**config.mk**
```make
export PLATFORM = sky130hd
export DESIGN_NAME = mix_freq_2_flat
export DESIGN_NICKNAME = d
export VERILOG_FILES = /design/src/rtl/mix_freq_2_if.sv /design/src/rtl/mix_freq_2.sv /design/src/flat_wrapper.sv
export SDC_FILE = /design/constraint.sdc
export NUM_CORES = 2
export LEC_CHECK = 0
export CORE_MARGIN = 4
export CORE_UTILIZATION = 59
export CTS_BUF_LIST = sky130_fd_sc_hd__clkbuf_4 sky130_fd_sc_hd__clkbuf_8
export DETAILED_ROUTE_END_ITERATION = 16
export PLACE_DENSITY = 0.77
export REMOVE_ABC_BUFFERS = 1
export SETUP_SLACK_MARGIN = 0.1
export SYNTH_ARGS = -nofsm -noshare
export SYNTH_HDL_FRONTEND = slang
export SYNTH_SLANG_ARGS = --single-unit
```
**constraint.sdc**
```tcl
create_clock -name clk1 -period 10.4 [get_ports clk1]
set_clock_uncertainty 0.15 [all_clocks]
set_input_delay 1.56 -clock clk1 [delete_from_list [all_inputs] [get_ports clk1]]
set_output_delay 1.56 -clock clk1 [all_outputs]
set_load 0.03 [all_outputs]
```
**src/rtl/mix_freq_2_if.sv**
```systemverilog
// mix_freq_2_if: sample, LO, control and result signals of one mix_freq_2 instance.
//   master : the block that drives samples and control (a sequencer, or the testbench)
//   slave  : the mixer instance
// Samples : ad_pcm_in(_valid), da_lb_pcm_in(_valid), ipcm_in, qpcm_in, iqpcm_valid
// Control : ad_valid, choose_lb, acc_shift, cycle_num, err_clr
// Results : ipcm_acc_out, qpcm_acc_out, err
interface mix_freq_2_if;
    logic               ad_pcm_in_valid;
    logic signed [15:0] ad_pcm_in;
    logic               da_lb_pcm_in_valid;
    logic signed [15:0] da_lb_pcm_in;
    logic signed [15:0] ipcm_in;
    logic signed [15:0] qpcm_in;
    logic               iqpcm_valid;
    logic               ad_valid;
    logic               choose_lb;
    logic [3:0]         acc_shift;
    logic [23:0]        cycle_num;
    logic               err_clr;
    logic signed [31:0] ipcm_acc_out;
    logic signed [31:0] qpcm_acc_out;
    logic [1:0]         err;

    modport master (
        output ad_pcm_in_valid, ad_pcm_in, da_lb_pcm_in_valid, da_lb_pcm_in,
        output ipcm_in, qpcm_in, iqpcm_valid, ad_valid, choose_lb, acc_shift,
        output cycle_num, err_clr,
        input  ipcm_acc_out, qpcm_acc_out, err
    );

    modport slave (
        input  ad_pcm_in_valid, ad_pcm_in, da_lb_pcm_in_valid, da_lb_pcm_in,
        input  ipcm_in, qpcm_in, iqpcm_valid, ad_valid, choose_lb, acc_shift,
        input  cycle_num, err_clr,
        output ipcm_acc_out, qpcm_acc_out, err
    );
endinterface

```
**src/rtl/mix_freq_2.sv**
```systemverilog
// mix_freq_2: single-channel, single-frequency IQ mixer/accumulator.
// Multiplies the selected PCM stream by the I and Q LO samples, sums the products
// over cycle_num samples, then publishes the sums, shifted right by acc_shift and
// saturated to 32 bits.
// Ports:
//   clk1 : system clock, rising edge
//   rst  : synchronous active-high reset
//   bus  : mix_freq_2_if.slave (samples, LO, control, results, sticky err)
module mix_freq_2 (
    input logic         clk1,
    input logic         rst,
    mix_freq_2_if.slave bus
);

    localparam logic signed [55:0] SatMax = 56'sd2147483647;
    localparam logic signed [55:0] SatMin = ~SatMax;  // -2^31

    // Stream select and accept / mismatch decode
    logic signed [15:0] s;
    logic               sv;
    logic               acc_en;
    logic               mismatch;

    always_comb begin
        s        = bus.choose_lb ? bus.da_lb_pcm_in : bus.ad_pcm_in;
        sv       = bus.choose_lb ? bus.da_lb_pcm_in_valid : bus.ad_pcm_in_valid;
        acc_en   = bus.ad_valid & sv & bus.iqpcm_valid;
        mismatch = bus.ad_valid & (sv ^ bus.iqpcm_valid);
    end

    // Stage 1: products and window position
    logic [23:0]        cnt_q;
    logic               p_vld_q;
    logic               p_last_q;
    logic signed [31:0] pi_q;
    logic signed [31:0] pq_q;

    logic [23:0]        last_idx;
    logic               cnt_hit;
    logic signed [31:0] s_ext;
    logic signed [31:0] i_ext;
    logic signed [31:0] q_ext;
    logic signed [31:0] pi_d;
    logic signed [31:0] pq_d;

    always_comb begin
        // cycle_num of 0 is treated as a one-sample window
        last_idx = (bus.cycle_num == 24'd0) ? 24'd0 : bus.cycle_num - 24'd1;
        cnt_hit  = (cnt_q >= last_idx);
        s_ext    = 32'(s);
        i_ext    = 32'(bus.ipcm_in);
        q_ext    = 32'(bus.qpcm_in);
        // 16x16 signed products always fit in 32 bits
        pi_d     = s_ext * i_ext;
        pq_d     = s_ext * q_ext;
    end

    always_ff @(posedge clk1) begin
        if (rst) begin
            cnt_q    <= '0;
            p_vld_q  <= 1'b0;
            p_last_q <= 1'b0;
            pi_q     <= '0;
            pq_q     <= '0;
        end else if (!bus.ad_valid) begin
            cnt_q   <= '0;
            p_vld_q <= 1'b0;
        end else begin
            p_vld_q <= acc_en;
            if (acc_en) begin
                pi_q     <= pi_d;
                pq_q     <= pq_d;
                p_last_q <= cnt_hit;
                cnt_q    <= cnt_hit ? 24'd0 : cnt_q + 24'd1;
            end
        end
    end

    // Stage 2: accumulate, dump on the last product of a window
    logic signed [55:0] acc_i_q;
    logic signed [55:0] acc_q_q;
    logic signed [31:0] out_i_q;
    logic signed [31:0] out_q_q;
    logic [1:0]         err_q;

    logic signed [55:0] sum_i;
    logic signed [55:0] sum_q;
    logic signed [55:0] sh_i;
    logic signed [55:0] sh_q;
    logic signed [31:0] sat_i_val;
    logic signed [31:0] sat_q_val;
    logic               sat_i;
    logic               sat_q;
    logic               dump;
    logic [1:0]         err_d;

    always_comb begin
        sum_i = acc_i_q + 56'(pi_q);
        sum_q = acc_q_q + 56'(pq_q);
        sh_i  = sum_i >>> bus.acc_shift;
        sh_q  = sum_q >>> bus.acc_shift;

        sat_i     = 1'b0;
        sat_i_val = sh_i[31:0];
        if (sh_i > SatMax) begin
            sat_i     = 1'b1;
            sat_i_val = 32'sh7FFF_FFFF;
        end else if (sh_i < SatMin) begin
            sat_i     = 1'b1;
            sat_i_val = 32'sh8000_0000;
        end

        sat_q     = 1'b0;
        sat_q_val = sh_q[31:0];
        if (sh_q > SatMax) begin
            sat_q     = 1'b1;
            sat_q_val = 32'sh7FFF_FFFF;
        end else if (sh_q < SatMin) begin
            sat_q     = 1'b1;
            sat_q_val = 32'sh8000_0000;
        end

        // A product in flight is dropped if ad_valid falls under it
        dump = bus.ad_valid & p_vld_q & p_last_q;

        err_d = err_q;
        if (mismatch) begin
            err_d[0] = 1'b1;
        end
        if (dump && (sat_i || sat_q)) begin
            err_d[1] = 1'b1;
        end
        if (bus.err_clr) begin
            err_d = 2'b00;
        end
    end

    always_ff @(posedge clk1) begin
        if (rst) begin
            acc_i_q <= '0;
            acc_q_q <= '0;
            out_i_q <= '0;
            out_q_q <= '0;
            err_q   <= '0;
        end else begin
            err_q <= err_d;
            if (!bus.ad_valid) begin
                acc_i_q <= '0;
                acc_q_q <= '0;
            end else if (p_vld_q) begin
                if (p_last_q) begin
                    out_i_q <= sat_i_val;
                    out_q_q <= sat_q_val;
                    acc_i_q <= '0;
                    acc_q_q <= '0;
                end else begin
                    acc_i_q <= sum_i;
                    acc_q_q <= sum_q;
                end
            end
        end
    end

    assign bus.ipcm_acc_out = out_i_q;
    assign bus.qpcm_acc_out = out_q_q;
    assign bus.err          = err_q;

endmodule

```
**src/flat_wrapper.sv**
```systemverilog
// flat-port wrapper written by rule: the top's interface ports become plain ports
module mix_freq_2_flat 
  (clk1, rst, bus_ad_pcm_in_valid, bus_ad_pcm_in, bus_da_lb_pcm_in_valid, bus_da_lb_pcm_in, bus_ipcm_in, bus_qpcm_in, bus_iqpcm_valid, bus_ad_valid, bus_choose_lb, bus_acc_shift, bus_cycle_num, bus_err_clr, bus_ipcm_acc_out, bus_qpcm_acc_out, bus_err);
  mix_freq_2_if bus_i ();
  input logic clk1;
  input logic rst;
  input wire logic [$bits(bus_i.ad_pcm_in_valid)-1:0] bus_ad_pcm_in_valid;
  input wire logic [$bits(bus_i.ad_pcm_in)-1:0] bus_ad_pcm_in;
  input wire logic [$bits(bus_i.da_lb_pcm_in_valid)-1:0] bus_da_lb_pcm_in_valid;
  input wire logic [$bits(bus_i.da_lb_pcm_in)-1:0] bus_da_lb_pcm_in;
  input wire logic [$bits(bus_i.ipcm_in)-1:0] bus_ipcm_in;
  input wire logic [$bits(bus_i.qpcm_in)-1:0] bus_qpcm_in;
  input wire logic [$bits(bus_i.iqpcm_valid)-1:0] bus_iqpcm_valid;
  input wire logic [$bits(bus_i.ad_valid)-1:0] bus_ad_valid;
  input wire logic [$bits(bus_i.choose_lb)-1:0] bus_choose_lb;
  input wire logic [$bits(bus_i.acc_shift)-1:0] bus_acc_shift;
  input wire logic [$bits(bus_i.cycle_num)-1:0] bus_cycle_num;
  input wire logic [$bits(bus_i.err_clr)-1:0] bus_err_clr;
  output wire logic [$bits(bus_i.ipcm_acc_out)-1:0] bus_ipcm_acc_out;
  output wire logic [$bits(bus_i.qpcm_acc_out)-1:0] bus_qpcm_acc_out;
  output wire logic [$bits(bus_i.err)-1:0] bus_err;
  assign bus_i.ad_pcm_in_valid = bus_ad_pcm_in_valid;
  assign bus_i.ad_pcm_in = bus_ad_pcm_in;
  assign bus_i.da_lb_pcm_in_valid = bus_da_lb_pcm_in_valid;
  assign bus_i.da_lb_pcm_in = bus_da_lb_pcm_in;
  assign bus_i.ipcm_in = bus_ipcm_in;
  assign bus_i.qpcm_in = bus_qpcm_in;
  assign bus_i.iqpcm_valid = bus_iqpcm_valid;
  assign bus_i.ad_valid = bus_ad_valid;
  assign bus_i.choose_lb = bus_choose_lb;
  assign bus_i.acc_shift = bus_acc_shift;
  assign bus_i.cycle_num = bus_cycle_num;
  assign bus_i.err_clr = bus_err_clr;
  assign bus_ipcm_acc_out = bus_i.ipcm_acc_out;
  assign bus_qpcm_acc_out = bus_i.qpcm_acc_out;
  assign bus_err = bus_i.err;
  mix_freq_2 u_core (.clk1(clk1), .rst(rst), .bus(bus_i));
endmodule
```
**Word level (Yosys, flattened, before mapping)**

Index checks and enable logic that the tools add are counted.

- Output and inout bits: 66
- Flip-flop bits (word level): 268
- Word-level logic and storage cells: 52

- Add/subtract/negate cells: 4
- $mul: 2
- Shifts and indexed selects: 2
- Mux-type cells: 14
- Reduce and logical (&&, ||, !) cells: 7
- Magnitude comparators: 5
- Bitwise gates (word level): 7

Operator list:

| operator | count |
|---|---|
| $mux W32 | 4 |
| $add A56 B32 Y56 | 2 |
| $gt A56 B32 Y1 const B | 2 |
| $lt A56 B32 Y1 const B | 2 |
| $mux W56 | 2 |
| $sshr A56 B4 Y56 | 2 |
| $mul A16 B16 Y32 | 2 |
| $mux W24 | 2 |
| $add A24 B1 Y24 const B | 1 |
| $ge A24 B24 Y1 | 1 |
| $logic_not A24 Y1 | 1 |
| $sub A24 B1 Y24 const B | 1 |
| $mux W16 | 1 |
| $and A1 B1 Y1 | 5 |
| $mux W1 | 5 |
| $reduce_or A2 Y1 | 2 |
| $reduce_and A3 Y1 | 1 |
| $reduce_and A2 Y1 | 1 |
| $logic_and A1 B1 Y1 | 1 |
| $logic_or A1 B1 Y1 | 1 |
| $not A1 Y1 | 1 |
| $xor A1 B1 Y1 | 1 |

**Depth between registers and ports, before layout**

- Depth after elaboration: 7
- Depth in mapped cells: 31
- Gate-level depth less buffers: 28

**Worst setup path before layout**

No wires, ideal clock.

- Path kind: input-to-reg
- From: input bus_choose_lb
- To: register u_core.pq_q[30]
- Slack: 1.299 ns
- Buffers on the path: 3
- Stages on the path: 28
- Data arrival time: 8.880 ns
- Cell sequence: clkbuf_1 > buf_1 > mux2_2 > clkbuf_1 > and2_1 > fa_1 > inv_1 > fa_1 > fa_1 > inv_1 > fa_1 > fa_1 > inv_1 > fa_1 > inv_1 > ha_1 > or3_1 > a211oi_1 > o31ai_1 > a221o_1 > a21oi_1 > o21ai_0 > o221a_2 > and4_1 > a2111oi_0 > xnor2_1 > nand2_1 > a21oi_1

- Cells in the longest elaborated chain, start to end: 4
- Elaborated cells between the ends (all ways): 6

RTL lines:

| what | RTL line | text |
|---|---|---|
| from (decl) | flat_wrapper.sv:15 | `input wire logic [$bits(bus_i.choose_lb)-1:0] bus_choose_lb;` |
| parallel branches: the longest is 4 deep, another holds $mul A16 B16 Y32 | n/a |  |
| to (signal assigned) | mix_freq_2.sv:72 | `pq_q <= pq_d;` |
| to (decl) | mix_freq_2.sv:36 | `logic signed [31:0] pq_q;` |

Parallel ways; which one is timed is not known.
A chain may end at the register's enable or synchronous reset.

**Final worst setup path**

- From: input bus_choose_lb
- To: register u_core.pi_q[30]

- Cells in the longest elaborated chain, start to end: 4
- Elaborated cells between the ends (all ways): 6

RTL lines:

| what | RTL line | text |
|---|---|---|
| parallel branches: the longest is 4 deep, another holds $mul A16 B16 Y32 | n/a |  |
| to (signal assigned) | mix_freq_2.sv:71 | `pi_q <= pi_d;` |
| to (decl) | mix_freq_2.sv:35 | `logic signed [31:0] pi_q;` |

Parallel ways; which one is timed is not known.

==> results.md <==
- The flow ran to the end, and the final reports show no timing, DRC or antenna violations.
- Max-cap violations in this run came to 0.
- In the routed design, unresolved DRC markers number 0.
- The worst hold margin is 0.303 ns.
- Data on the critical path arrives at its endpoint at 9.76 ns.
- The buffer depth of the longest clock path is 3.
- The via count of the first global-routing pass is 39109.
- The worst max-slew margin expressed relative to the limit is 0.245.
- Each instance of the synthesized netlist takes up on average 8.06 um^2.
- The floorplan has 99 rows.
- The final sum of negative setup slack is 0 ns.
- The final-report max-slew violation count is 0.
- The number of nets with antenna violations after detailed routing is 0.
- The kind of cell adding the most delay to the critical path is adder cells.
- The number of detailed-routing iterations run before antenna repair is 6.
- Dividing the detail-routed wire length by the instance count gives 21.2 um.
- The vias after detailed routing is 39995.
- The starting density of the core is 0.599.
- The height of the die is 281 um.
- The worst hold path cell count is 2.
- In this run, post-CTS repair resized a total of 0 instances.
- Hold repair after CTS inserted 0 buffers.
- The async set-or-reset flop fraction in the synthesized netlist is 0.
- The number of I/O port buffers is 165.
- Buffers inserted during clock tree synthesis total 45.
- The CTS root buffer is clkbuf_8.
- The floorplan step defined a core boundary enclosing 73500 um^2.
- The detailed router finished its first iteration with 3613 violations.
- For this run, the register share of the synthesized area comes to 0.122.
- The pin count of the biggest net entering global routing is 71.
- The final-report hold violation count is 0.
- The total overflow left after global routing is 0.
- The maximum frequency from static timing analysis is 0.106 GHz.
- The post-CTS clock slew at the launch and capture registers of the worst setup and hold paths is 0.07 ns.
- The mapped netlist covers 44000 um^2.
- In this run the horizontal extent of the chip is 281 um.
- The detailed-route vias per instance is 6.26.
- The number of synthesized register bits is 268.
- The clock drives 268 sinks.
- After the flow finishes, the layout carries non-filler instances totaling 6388.
- The layout has 6428 filler cells.
- The die covers 79100 um^2.
- The share of layout cells above drive strength 1 is 0.0523.
- In this run the worst hold path is classified as register to register.
- The worst supply voltage drop on vdd is 0.719 mV.
- The clock insertion delay at the later pin of the skew report is 0.63 ns.
- The cell count after synthesis came out at 5464.
- At the pin with the least slew margin, the transition time is 1.12 ns.
- The final worst-path cycle share is 0.910.
- In this run, placement finished with an instance count of 6307.
- The endpoint of the lowest-slack register-to-register path is u_core.bus.qpcm_acc_out[3]$_SDFFE_PP0P_.
- The largest incremental delay on the critical path is 0.85 ns.
- For this design, the slowest cell found on the critical path is clkdlybuf4s50_1.
- The biggest fanout along the worst timing path is 20.
- TritonCTS built the clock tree.
- Power spread over the standard cell area amounts to 375 nW/um^2.
- The internal reg-to-reg setup slack is 3.31 ns.
- The startpoint identified for the worst hold timing path is u_core.bus.ipcm_acc_out[31]$_SDFFE_PP0P_.
- Setup repair after global routing left no endpoint under its margin.
- For this run, the number of Yosys warnings is 0.
- The relative area change from synthesis to final layout is 6.74%.
- The net count of the finished layout is 6321.
- The H-tree generated during clock tree synthesis spans 2 levels.
- In this run the count of I/O pins placed on the die edge is 166.
- The half-perimeter wire length of the detailed placement result is 106 mm.
- The worst register-to-register path begins at u_core.pq_q[31]$_SDFFE_PP0P_.
- The wire length of the first global-routing pass is 216 mm.
- The count of buffer and inverter cells on the critical path is 7.
- The number of synthesized flops with an enable pin is 0.
- The static power due to leakage is 21.0 nW.
- The number of antenna violations at the first check in global routing is 3.
- The final estimated routing congestion in global placement is 1.00.
- At the worst endpoint, the required time is 10.70 ns.
- STA classifies the critical path endpoint as a register.
- The worst setup path is of the input pin to register kind.
- The routed design has 135 mm of wire.
- The distinct cell type count after synthesis is 105.
- Setup violations remaining at the end of the flow were counted as 0.
- For this run, the leading register cell type out of synthesis is dfxtp_1.
- The post-route minimum period is 9.46 ns.
- The number of cells on the worst reg-to-reg path is 17.
- The startpoint kind of the worst setup timing path is an input pin.
- For this run, the total global-route usage over all layers was measured as 0.338.
- Once the clock tree was built, the setup fixing pass inserted 0 buffers.
- The worst hold path terminates at u_core.bus.ipcm_acc_out[31]$_SDFFE_PP0P_.
==> power breakdown <==
| group | internal, mW | switching (mW) | total (mW) | leakage [nW] |
|---|---|---|---|---|
| combinational | 6.13 | 9.27 | 15.4 | 18.3 |
| clock | 0.618 | 0.489 | 1.11 | 0.537 |
| sequential | 1.08 | 0.0399 | 1.12 | 2.16 |
| total | 7.83 | 9.80 | 17.6 | 21.0 |
==> worst max path at each step <==
stage	cells after the start	end	slack, ns	start
2_1_floorplan	25	u_core.pq_q[30]$_SDFFE_PP0P_	1.97	bus_choose_lb
3_3_place_gp	29	u_core.pi_q[30]$_SDFFE_PP0P_	0.57	bus_choose_lb
3_5_place_dp	29	u_core.pi_q[30]$_SDFFE_PP0P_	0.39	bus_choose_lb
4_1_cts	29	u_core.pi_q[30]$_SDFFE_PP0P_	1.03	bus_choose_lb
5_1_grt	26	u_core.pq_q[30]$_SDFFE_PP0P_	0.56	bus_choose_lb
6_report	29	u_core.pi_q[30]$_SDFFE_PP0P_	0.94	bus_choose_lb
==> routing by layer <==
metal | wire, um | track usage
met1 | 57200 | 0.458
met2 | 61700 | 0.553
met3 | 10800 | 0.0500
met4 | 5680 | 0.126
met5 | 0 | 0
==> through the flow <==
step | power, mW | area [um^2] | util | setup slack, ns
after floorplan | 12.0 | 42700 | - | 1.97
after global placement | 16.1 | 46000 | 0.626 | 0.565
after detailed placement | 16.5 | 46000 | 0.626 | 0.395
after CTS | 17.6 | 47000 | 0.640 | 1.03
after global routing | 19.5 | 47000 | 0.640 | 0.559
final | 17.6 | 47000 | 0.640 | 0.937
==> sequential cells by signal (all words and copies together), names as in the netlist <==
signal	count
u_core.pq_q	32
u_core.bus.ipcm_acc_out	32
u_core.p_last_q	1
u_core.acc_q_q	56
u_core.p_vld_q	1
u_core.bus.qpcm_acc_out	32
u_core.cnt_q	24
u_core.acc_i_q	56
u_core.bus.err	2
u_core.pi_q	32
==> worst register-to-register path, cell delays in order, from the launching register on <==
cell	delay (ns)
dfxtp_1	0.64
buf_4	0.40
ha_1	0.38
nand4_1	0.21
or4_4	0.60
or3_1	0.42
o32ai_2	0.46
nor2_1	0.21
xnor2_1	0.40
a221oi_1	0.29
mux2i_1	0.55
o22ai_1	0.22
a2111oi_0	0.55
nand4_1	0.17
or4_4	0.46
nand2_2	0.41
o211ai_1	0.25
a211oi_1	0.26
==> layout make-up <==
type                       instances  area, um^2  area share
clock buffer                      64         831      0.0177
sequential                       268        5370       0.114
antenna                            3        7.51    0.000160
tap                              959        1200      0.0255
multi-input combinational       4225       35000       0.744
inverter                         644        2420      0.0516
timing repair buffer             211        1980      0.0422
clock inverter                    14         198     0.00421
==> cells in the mapped netlist, types with 11 or more instances <==
master	instances	area [um^2]
nand2_1	697	2620
inv_1	641	2410
fa_1	526	10500
nor2_1	428	1610
a21oi_1	322	1610
ha_1	300	3750
dfxtp_1	268	5370
clkbuf_1	258	968
and2_1	245	1530
o21ai_0	180	901
xnor2_1	125	1090
a22oi_1	107	803
mux2i_1	98	981
nand3_1	89	445
a21o_1	88	661
xor2_1	81	709
a211oi_1	77	578
nor3_1	75	375
o211ai_1	57	428
mux2_2	56	631
nand4_1	48	300
and3_1	45	282
a31oi_1	44	275
o21a_1	35	263
buf_1	34	128
mux4_2	31	698
o21bai_1	31	233
buf_2	30	150
nand2b_1	29	181
or3_1	29	181
nor4_1	23	144
a221o_1	21	210
nor2b_1	21	131
o31ai_1	21	158
o2111ai_1	19	166
a311oi_1	17	149
a211o_1	14	123
o22ai_1	12	75.1
or4_1	12	90.1
a2111oi_0	11	96.3
a221oi_1	11	96.3
o31a_1	11	96.3
==> cells by family (layout without fill, tap and decap cells) <==
kind of cell    Yosys count  after routing  synth area share
other cells               0              3                 0
mux                     186            186            0.0528
flops                   268            268             0.122
buf+inv                 971            933            0.0841
fa+ha+maj               826            826             0.324
compound gates         1205           1205             0.185
xor+xnor                206            206            0.0410
simple gates           1802           1802             0.191
==> cells in the final DEF, fill, tap and decap left out, types with 12 or more instances in the layout <==
cell             Yosys  final
mux2_2              56     56
o21ai_0            180    180
a211oi_1            77     77
o21a_1              35     35
nor2b_1             21     21
nand3_1             89     88
nand4_1             48     48
or3_1               29     29
fa_1               526    526
xnor2_1            125    125
o22ai_1             12     12
mux2i_1             98     98
nor3_1              75     75
or4_1               12     12
a311oi_1            17     17
buf_4                1     50
o31ai_1             21     21
dfxtp_1            268    268
nor4_1              23     23
and3_1              45     43
nand2b_1            29     28
a211o_1             14     14
a21oi_1            322    321
ha_1               300    300
o21bai_1            31     31
inv_1              641    638
and2_1             245    245
a221o_1             21     21
a31oi_1             44     44
nand2_1            697    697
a22oi_1            107    107
o2111ai_1           19     19
xor2_1              81     81
o211ai_1            57     57
clkbuf_8             0     56
mux4_2              31     31
clkdlybuf4s50_1      0    160
a21o_1              88     88
nor2_1             428    427
(Power assumes the default switching activity.)
